==> config.mk <==
export PLATFORM = sky130hd
export DESIGN_NAME = wb_pipe_stage
export DESIGN_NICKNAME = d
export VERILOG_FILES = /design/src/rtl/pipe_pkg.sv /design/src/rtl/wb_pipe_stage.sv
export SDC_FILE = /design/constraint.sdc
export NUM_CORES = 1
export LEC_CHECK = 0
export CELL_PAD_IN_SITES_DETAIL_PLACEMENT = 0
export CELL_PAD_IN_SITES_GLOBAL_PLACEMENT = 1
export CORE_MARGIN = 2
export CORE_UTILIZATION = 40
export CTS_CLUSTER_SIZE = 24
export DETAILED_ROUTE_END_ITERATION = 16
export PLACE_DENSITY = 0.85
export SLEW_MARGIN = 20
export SYNTH_ARGS = -nofsm -noshare
export SYNTH_HDL_FRONTEND = slang
export SYNTH_SLANG_ARGS = --single-unit
==> constraint.sdc <==
create_clock -name CLK -period 10.12 [get_ports CLK]
set_input_delay 3.036 -clock CLK [delete_from_list [all_inputs] [get_ports CLK]]
set_output_delay 3.036 -clock CLK [all_outputs]
set_load 0.05 [all_outputs]
==> src/rtl/pipe_pkg.sv <==
// Shared definitions for the generic pipeline stage registers: state encoding,
// default register-index width and the hard-wired zero register index.
package pipe_pkg;

    localparam logic [1:0] ST_EMPTY = 2'd0;
    localparam logic [1:0] ST_ONE   = 2'd1;
    localparam logic [1:0] ST_TWO   = 2'd2;

    localparam int RD_W_DEF = 5;
    localparam int X0_IDX   = 0;

    // The encoding equals the number of held entries, so occupancy is the state itself.
    typedef enum logic [1:0] {
        S_EMPTY = ST_EMPTY,
        S_ONE   = ST_ONE,
        S_TWO   = ST_TWO
    } state_t;

endpackage

==> src/rtl/wb_pipe_stage.sv <==
// Pipeline stage register with valid/ready handshake, optional skid entry,
// flush, and a write-enable guard that never lets x0 be written.
module wb_pipe_stage
    import pipe_pkg::*;
#(
    parameter int WIDTH     = 32,
    parameter int PAYLOAD_W = 3*WIDTH+2,
    parameter int RD_W      = RD_W_DEF,
    parameter int SKID      = 1
) (
    input  logic                 CLK,
    input  logic                 RST,
    input  logic                 in_valid,
    output logic                 in_ready,
    input  logic [PAYLOAD_W-1:0] in_payload,
    input  logic [RD_W-1:0]      in_rd,
    input  logic                 in_regwrite,
    input  logic                 flush,
    output logic                 out_valid,
    input  logic                 out_ready,
    output logic [PAYLOAD_W-1:0] out_payload,
    output logic [RD_W-1:0]      out_rd,
    output logic                 out_regwrite,
    output logic [1:0]           occupancy
);

    typedef struct packed {
        logic [PAYLOAD_W-1:0] payload;
        logic [RD_W-1:0]      rd;
        logic                 rw;
    } entry_t;

    state_t state, state_nxt;
    entry_t in_ent, head_q, head_d, skid_q;
    logic   in_fire, out_fire;
    logic   head_load, head_from_skid, skid_load;

    assign in_ent   = '{payload: in_payload, rd: in_rd, rw: in_regwrite};
    assign out_valid = (state != S_EMPTY);
    assign in_fire   = in_valid & in_ready;
    assign out_fire  = out_valid & out_ready;

    // With a skid entry in_ready is a pure state decode, cutting the out_ready path.
    assign in_ready = (SKID != 0) ? (state != S_TWO)
                                  : ((state == S_EMPTY) | out_ready);

    always_ff @(posedge CLK or posedge RST) begin
        if (RST) state <= S_EMPTY;
        else     state <= state_nxt;
    end

    always_comb begin
        // NOTE: every output of this block gets a default first, so no path can infer a latch.
        state_nxt      = state;
        head_load      = 1'b0;
        head_from_skid = 1'b0;
        skid_load      = 1'b0;
        if (flush) begin
            state_nxt = S_EMPTY;
        end else begin
            case (state)
                S_EMPTY: begin
                    if (in_fire) begin
                        head_load = 1'b1;
                        state_nxt = S_ONE;
                    end
                end
                S_ONE: begin
                    if (in_fire && (out_fire || SKID == 0)) begin
                        head_load = 1'b1;
                    end else if (in_fire) begin
                        skid_load = 1'b1;
                        state_nxt = S_TWO;
                    end else if (out_fire) begin
                        state_nxt = S_EMPTY;
                    end
                end
                S_TWO: begin
                    if (out_fire) begin
                        head_load      = 1'b1;
                        head_from_skid = 1'b1;
                        state_nxt      = S_ONE;
                    end
                end
                default: state_nxt = S_EMPTY;
            endcase
        end
    end

    assign head_d = head_from_skid ? skid_q : in_ent;

    // NOTE: data registers are reset too, so out_payload is never X after reset.
    always_ff @(posedge CLK or posedge RST) begin
        if (RST)            head_q <= '0;
        else if (head_load) head_q <= head_d;
    end

    generate
        if (SKID != 0) begin : g_skid
            always_ff @(posedge CLK or posedge RST) begin
                if (RST)            skid_q <= '0;
                else if (skid_load) skid_q <= in_ent;
            end
        end else begin : g_noskid
            assign skid_q = '0;
        end
    endgenerate

    assign out_payload  = head_q.payload;
    assign out_rd       = head_q.rd;
    assign out_regwrite = out_valid & head_q.rw & (head_q.rd != RD_W'(X0_IDX));
    assign occupancy    = state;

endmodule

# After elaboration in Yosys (flattened, before gate mapping)
# Index checks and enable logic that the tools add are counted.
[totals] reg_bits=210 in_bits=109 output_inout_bits=108 word_cells=41
[classes] eq_ne=7 n_mux=18 n_bitwise=4 n_reduce_logical=5
[ops] operator="2-to-1 mux 104 bit" count=1
[ops] operator="2-to-1 mux 2 bit" count=6
[ops] operator="2-to-1 mux 1 bit" count=9
[ops] operator="!= test 3 bit (second input constant)" count=3
[ops] operator="one-hot mux 2 bit (3 select lines)" count=1
[ops] operator="nonzero test 5 bit" count=1
[ops] operator="bitwise AND 1 bit" count=4
[ops] operator="!= test 4 bit (second input constant)" count=1
[ops] operator="AND reduction 4 bit" count=1
[ops] operator="one-hot mux 1 bit (3 select lines)" count=1
[ops] operator="== test 2 x 1 -> 1 bit (second input constant)" count=1
[ops] operator="== test 2 bit (second input constant)" count=1
[ops] operator="logical NOT 2 bit" count=1
[ops] operator="!= test 2 bit (second input constant)" count=1
[ops] operator="nonzero test 2 bit" count=1
[ops] operator="logical AND 1 bit" count=1

# Logic depth before layout (Yosys ltp)
[logic_depth] ltp_word=7 depth_mapped=7 ltp_nobuf=3

# Least setup slack after synthesis
# No wires, ideal clock.
[synth_timing] path_type="reg-to-output" from="reg state[0] (netlist: occupancy[0])" to="out out_regwrite" arrival_time_ps=1628 required_time_ps=7084 setup_slack_ps=5456 stages_incl_launch_ff=4 n_path_buf=1 cell_sequence="dfrtp_1 > buf_2 > or2_2 > o211a_1"
[synth_via] elab_chain_len=3
[synth_lines] element="start: declaration" line="wb_pipe_stage.sv:33" text="state_t state, state_nxt;"
[synth_lines] element="start signal: assignment" line="wb_pipe_stage.sv:49" text="else state <= state_nxt;"
[synth_lines] element="nonzero test 2 bit" line="wb_pipe_stage.sv:39" text="assign out_valid = (state != S_EMPTY);"
[synth_lines] element="net out_valid" line="wb_pipe_stage.sv:19" text="output logic out_valid,"
[synth_lines] element="bitwise AND 1 bit (2 in series)" line="wb_pipe_stage.sv:111" text="assign out_regwrite = out_valid & head_q.rw & (head_q.rd != RD_W'(X0_IDX));"
[synth_lines] element="end: declaration" line="wb_pipe_stage.sv:23" text="output logic out_regwrite,"
# The timed path passes the listed nets, and every way through them passes these cells.

# Worst setup path in the final report
[layout_timing] from="in out_ready" to="reg head_q, in the netlist out_payload[12]"
[layout_via] elab_chain_len=5 elab_cells_between_ends=9 classes_between="mux: 7; bitwise: 1; reduce/logical: 1"
[layout_lines] element="start: declaration" line="wb_pipe_stage.sv:20" text="input logic out_ready,"
[layout_lines] element="bitwise AND 1 bit *" line="wb_pipe_stage.sv:41" text="assign out_fire = out_valid & out_ready;"
[layout_lines] element="logical AND 1 bit / 2-to-1 mux 1 bit (equally long branches)" line="wb_pipe_stage.sv:69, wb_pipe_stage.sv:79"
[layout_lines] element="2-to-1 mux 1 bit (on tied branches)" line="wb_pipe_stage.sv:69, wb_pipe_stage.sv:61"
[layout_lines] element="one-hot mux 1 bit (3 select lines) / 2-to-1 mux 1 bit (equally long branches)" line="wb_pipe_stage.sv:61, wb_pipe_stage.sv:58"
[layout_lines] element="2-to-1 mux 1 bit / 2-to-1 mux 104 bit (equally long branches)" line="wb_pipe_stage.sv:58, wb_pipe_stage.sv:90"
[layout_lines] element="end signal: assignment" line="wb_pipe_stage.sv:94" text="if (RST) head_q <= '0;"
[layout_lines] element="end signal: assignment" line="wb_pipe_stage.sv:95" text="else if (head_load) head_q <= head_d;"
[layout_lines] element="end: declaration" line="wb_pipe_stage.sv:34" text="entry_t in_ent, head_q, head_d, skid_q;"
# Every way passes the cells marked *; elsewhere a longest branch is shown, timed or not.
# A chain may end at the register's enable or synchronous reset.

==> results.txt <==
# hold bufs at CTS -> 0
Final ANT Viol Nets -> 0
# Post-CTS Setup Buffers -> 0
Fin nets -> 898
Slowest CP cell -> buf_4
Final Wtd Congestion -> 0.757
Worst-path clk slew -> 0.05 ns
Reg-to-reg startpoint -> occupancy[1]
Synthesis-to-finish area growth -> 24.4%
CP max FO -> 53
Largest area contributor in the netlist -> dfrtp_1
Crit path buf inv count -> 3
Floorplan row count -> 57
DR iter-0 viols -> 200
CTS max path bufs -> 3
Sequential share of the synthesized area -> 53.0%
Commonest non-fill, non-tap cells in the layout -> mux2_2 (252), clkdlybuf4s50_1 (216), dfrtp_1 (210)
Chip width -> 161 um
Htree depth -> 1
R2R depth -> 5
Clock root cell -> clkbuf_16
Commonest non-fill, non-tap cell in the layout -> mux2_2
Core area -> 24300 sq um
Post-synth top area share -> 53.0%
Initial Utilization -> 40.8%
CP Capture Type -> register
Post-synth cell types -> 24
Crit-path cells -> clkdlybuf4s50_1 > mux2i_1 > o31ai_4 > buf_4 > buf_4 > mux2_2
Outcome -> finished clean
Post-layout min period -> 5.75 ns
WHS Endpoint -> skid_q[5]
Worst path top cell family by delay -> buffers and inverters
Routed WL -> 19500 um
CP Data Arrival Time -> 6.13 ns
HPWL after DPL -> 12500 um
Die Y -> 161 um
Setup TNS -> 0 ns
Avg WL per Cell -> 17.3 um
Slowest cell delay on critical path -> 0.69 ns
Largest net degree at the start of global routing -> 110
Reg2reg end -> out_payload[12]
DR pass1 iterations -> 4
CTS tree -> built
Worst-Skew Late Latency -> 0.50 ns
Startpoint Class -> input pin
Routing usage on met1 -> 19.7%
Mapped Avg Cell Area -> 14.6 sq um
Final WS setup -> 4.37 ns
Die area -> 26100 sq um
Global Route Usage Sum -> 15.1%
Cell area after synthesis -> 9920 sq um
Met2 usage -> 24.2%
Register bit total from synthesis -> 210
Vias -> 5449
Vias in the first global route -> 5909
DP Worst Slack -> 3.79 ns
RSZ-0062 raised after global routing -> false
Worst EP required -> 10.50 ns
Hold Crit Start -> skid_q[5]
Gr ovfl total -> 0
Fmax -> 174 MHz
# clock sinks -> 210
Num ports -> 217
R2R Setup Slk -> 6.94 ns
Hold Vio Cnt, Final -> 0
Max Slew Vio Count -> 0
Maximum vdd drop -> 0.000112 V
Layout cells sized above 1 -> 37.0%
Clk_skew -> 0.0102 ns
Cell count after synthesis -> 679
Final setup violating endpoints -> 0
Leakage power total -> 5.10 nW
Hold Crit Depth -> 1
Worst-Margin Slew -> 0.937 ns
Min-delay worst type -> reg2reg
CTS Buf Count -> 24
Top cells by area, synth -> dfrtp_1 (53%), mux2_2 (29%), buf_4 (8.2%)
Fillers -> 2121
Final worst-path cycle share -> 56.8%
Cell mode on critical path -> buf_4
Initial antenna violation count -> 1
Synthesized Nets -> 788
Syn. warnings -> 0
Max-slew headroom -> 37.4%
Drt drc -> 0
Pwr/cell area -> 227 nW/um^2
Crit path kind -> in2reg
GR met3 Demand/Resource -> 5.11%
First-pass GRT wire length -> 31700 um
Max cap viols -> 0
Grt peak-use layer -> met2
Via density -> 4.82
Port buffer count -> 216
Post_cts resized -> 0
## area by class of cell
type                    instances  area [sq um]  share of cell area (%)
clock inverters                 4          45.0                   0.365
flip-flops and latches        210          5260                    42.6
clock buffers                  39           718                    5.82
multi-input cells             330          3680                    29.8
diodes                          1          2.50                  0.0203
repair buffers                222          2220                    18.0
well taps                     324           405                    3.29
inverters                       1          11.3                  0.0913
## cell usage after synthesis (all sizes together)
| cell type | number |
|---|---|
| nor2b | 1 |
| nand2b | 1 |
| nor4bb | 1 |
| or4 | 1 |
| clkbuf | 1 |
| o211a | 1 |
| nand2 | 2 |
| a21boi | 1 |
| a21oi | 1 |
| nand4bb | 1 |
| mux2 | 312 |
| buf | 137 |
| o21ba | 1 |
| dfrtp | 210 |
| o31ai | 1 |
| inv | 1 |
| nor2 | 2 |
| mux2i | 1 |
| or2 | 1 |
| nand3 | 1 |
| or3b | 1 |
## power breakdown
group	total (mW)	switching (mW)	internal, mW
logic	0.821	0.462	0.359
clock network	0.833	0.326	0.507
registers	1.15	0.100	1.05
total	2.80	0.888	1.91
## how the worst max path moves through the flow
stage,startpoint,end,cells after the start
final,out_ready,out_payload[12],6
after CTS,out_ready,out_payload[8],6
after global routing,out_ready,out_payload[12],6
after detailed placement,out_ready,out_payload[8],6
after floorplan,RST,head_q[0],1
after global placement,out_ready,out_payload[11],6
## sequential cells by signal, summed over array words and instances, names as in the netlist
register	cells
head_q	1
occupancy	2
out_payload	98
out_rd	5
skid_q	104
## metal layers
metal | routed length, um | share of wire [%]
met2 | 8820 | 45
met3 | 1690 | 8.7
met4 | 359 | 1.8
met5 | 0 | 0
met1 | 8640 | 44
## metrics by stage
stage	instance area (sq um)	util (%)	power, mW	std cells	hold WS, ns
after floorplan	9920	-	1.82	679	0.474
after global placement	11600	47.6	1.97	1087	0.481
after detailed placement	11600	47.6	1.99	1087	0.489
after CTS	12300	50.7	2.84	1130	0.502
after global routing	12300	50.7	2.94	1130	0.509
final	12300	50.7	2.80	1131	0.500
## logic make-up after synthesis
group | Yosys count | share of synthesized area [%]
simple gates | 12 | 0.769
buf+inv | 139 | 10.2
flops | 210 | 53.0
mux | 313 | 35.5
compound gates | 5 | 0.542
Power figures use the tool's default switching activity.
==> variant (same flow settings) <==
`WIDTH`: 32 -> 48.
--- a/src/rtl/wb_pipe_stage.sv
+++ b/src/rtl/wb_pipe_stage.sv
@@ -3,7 +3,7 @@
 module wb_pipe_stage
     import pipe_pkg::*;
 #(
-    parameter int WIDTH     = 32,
+    parameter int WIDTH     = 48,
     parameter int PAYLOAD_W = 3*WIDTH+2,
     parameter int RD_W      = RD_W_DEF,
     parameter int SKID      = 1
Ports: changed (resized in_payload and out_payload); port bits go from 217 to 313. No check against the original RTL was run, so the function may have changed too.
==> variant against the unedited design <==
  * Clock power increased by 51%
  * Global-route usage up 0.42 points
  * Power grew 50%
  * Area after synthesis up 52%
  * Final area up 50%
  * Sequential cell count is 96 higher
  * Sequential share of layout area shrank 1.4 points
  * Sequential power grew 46%
  * Routed wire length grew 55%
  * Register-to-register slack gained 0.02 ns
  * Worst setup slack lost 0.0010 ns
  * Critical path type unchanged
  * Largest cell class unchanged
==> variant: results (changes against the unedited design) <==
Async SR Flop Fraction = 1.000 (unchanged)
WL final = 30240 um (was 19520 um)
Sequential-to-total area share from yosys stat = 0.5091 (was 0.5296)
Leak = 0.007978 uW (was 0.005099 uW)
Iter 0 DRT Violations = 131 (was 200)
CP top delay family = buffers and inverters (unchanged)
Placed Area = 17390 sq um (was 11570 sq um)
Inserted Clock Buffers = 36 (was 24)
Slew @ Worst Pin = 1.032 ns (was 0.9375 ns)
DRT Pass-1 Iters = 4 (unchanged)
Top_reg_cell synth = dfrtp_1 (unchanged)
# resized after CTS = 0 (unchanged)
Mapped Nets = 1139 (was 788)
Largest net degree at the start of global routing = 123 (was 110)
CTS root buffer = clkbuf_16 (unchanged)
Global-route usage over all layers = 0.1552 (was 0.1511)
Share of cells above drive strength 1 = 0.4495 (was 0.3697)
Worst skew pair latency = 0.52 ns (was 0.50 ns)
Fillers = 3196 (was 2121)
Multiplexer area fraction after synthesis = 0.3820 (was 0.3551)
Status = finished clean (unchanged)
Clock slew at reported path FFs = 0.05 ns (about the same)
Synth Warn # = 0 (unchanged)
Vias in the first global route = 8384 (was 5909)
Area contributors post-synth = dfrtp_1 51%, mux2_2 22%, mux2_4 16%, buf_4 8.3%, buf_8 0.90% (was dfrtp_1 53%, mux2_2 29%, buf_4 8.2%, mux2_1 6.8%, buf_2 1.1%)
Library cells used by synthesis = 24 (unchanged)
Top reg by flops = skid_q (unchanged)
Synth Area in XOR/XNOR = 0 (unchanged)
Placer Congestion = 0.7378 (was 0.7568)
Vias = 7927 (was 5449)
Layout Nets = 1301 (was 898)
PortBufs = 312 (was 216)
First-pass GRT wire length = 47340 um (was 31750 um)
Setup Buffers After CTS = 0 (unchanged)
Post-DP HPWL = 19850 um (was 12490 um)
Adder-Cell Fraction of Synth Area = 0 (unchanged)
Crit path DAT = 6.15 ns (was 6.13 ns)
CP Max Fanout = 61 (was 53)
CP peak stage delay = 0.86 ns (was 0.69 ns)
Critical-path cell with the highest stage delay = buf_4 (unchanged)
Commonest cells post-synth = 306 x dfrtp_1, 296 x mux2_2, 167 x buf_4 (was 252 x mux2_2, 210 x dfrtp_1, 109 x buf_4)
Compound-Gate Fraction of Synth Area = 0.003577 (was 0.005422)
Final setup skew = 0.005000 ns (was 0.01021 ns)
VDD IR-drop max = 152.7 uV (was 112.2 uV)
CTS max path bufs = 3 (unchanged)
HP Class = reg -> reg (unchanged)
Number of flip-flops in the largest register = 152 (was 104)
Initial antenna violation count = 2 (was 1)
H-tree levels = 2 (was 1)
## variant: cell types whose count changed after synthesis
| cell | unedited run | this run |
|---|---|---|
| buf_2 | 21 | 17 |
| buf_4 | 109 | 167 |
| buf_6 | 7 | 0 |
| buf_8 | 0 | 9 |
| clkbuf_1 | 0 | 8 |
| clkbuf_4 | 1 | 0 |
| dfrtp_1 | 210 | 306 |
| mux2_1 | 60 | 0 |
| mux2_2 | 252 | 296 |
| mux2_4 | 0 | 160 |
| nand4bb_1 | 1 | 0 |
| or4bb_1 | 0 | 1 |
## variant: worst paths after layout
kind	from	endpoint	cells past startpoint	slack [ns]
worst max-delay path	flush	out_payload[140]	6	4.37
worst min-delay path	skid_q[97]	skid_q[97]	1	0.50
worst max register to register	occupancy[1]	out_payload[140]	5	6.96
worst min register to register	skid_q[97]	skid_q[97]	1	0.50
max in group asynchronous	RST	skid_q[122]	3	6.08
min in group asynchronous	RST	skid_q[85]	2	2.86
## variant: cell type report
class	instances	area, sq um	area share
antenna	1	2.502	0.0001348
clock buffer	58	1085	0.05842
clock inverter	4	70.07	0.003774
inverter	1	7.507	0.0004043
multi-input combinational	474	5903	0.3179
sequential	306	7657	0.4124
tap	474	593.1	0.03194
timing repair buffer	325	3249	0.1750
## variant: through the flow
step | cells | worst slack, ns
after global routing | 1643 | 4.228
after floorplan | 982 | 3.013
final | 1643 | 4.368
after detailed placement | 1579 | 3.800
after global placement | 1579 | 3.806
after CTS | 1641 | 4.372
## variant: logic make-up after synthesis
| group | after synthesis |
|---|---|
| muxes | 457 |
| DFF | 306 |
| buffers and inverters | 202 |
| and+or+nand+nor | 12 |
| AOI/OAI and AO/OA | 5 |
## variant: routing by layer
layer | global-route usage | vias to the layer above | part of all wire
met4 | 0.05096 | 0 | 0.028
met1 | 0.1915 | 4014 | 0.42
met5 | 0 | - | 0
met2 | 0.2469 | 233 | 0.46
li1 | - | 3629 | -
met3 | 0.06404 | 51 | 0.087
## variant: power breakdown
| group | switching (uW) | internal (uW) |
|---|---|---|
| registers | 156 | 1530 |
| logic | 690 | 581 |
| clock network | 483 | 780 |
| total | 1330 | 2890 |
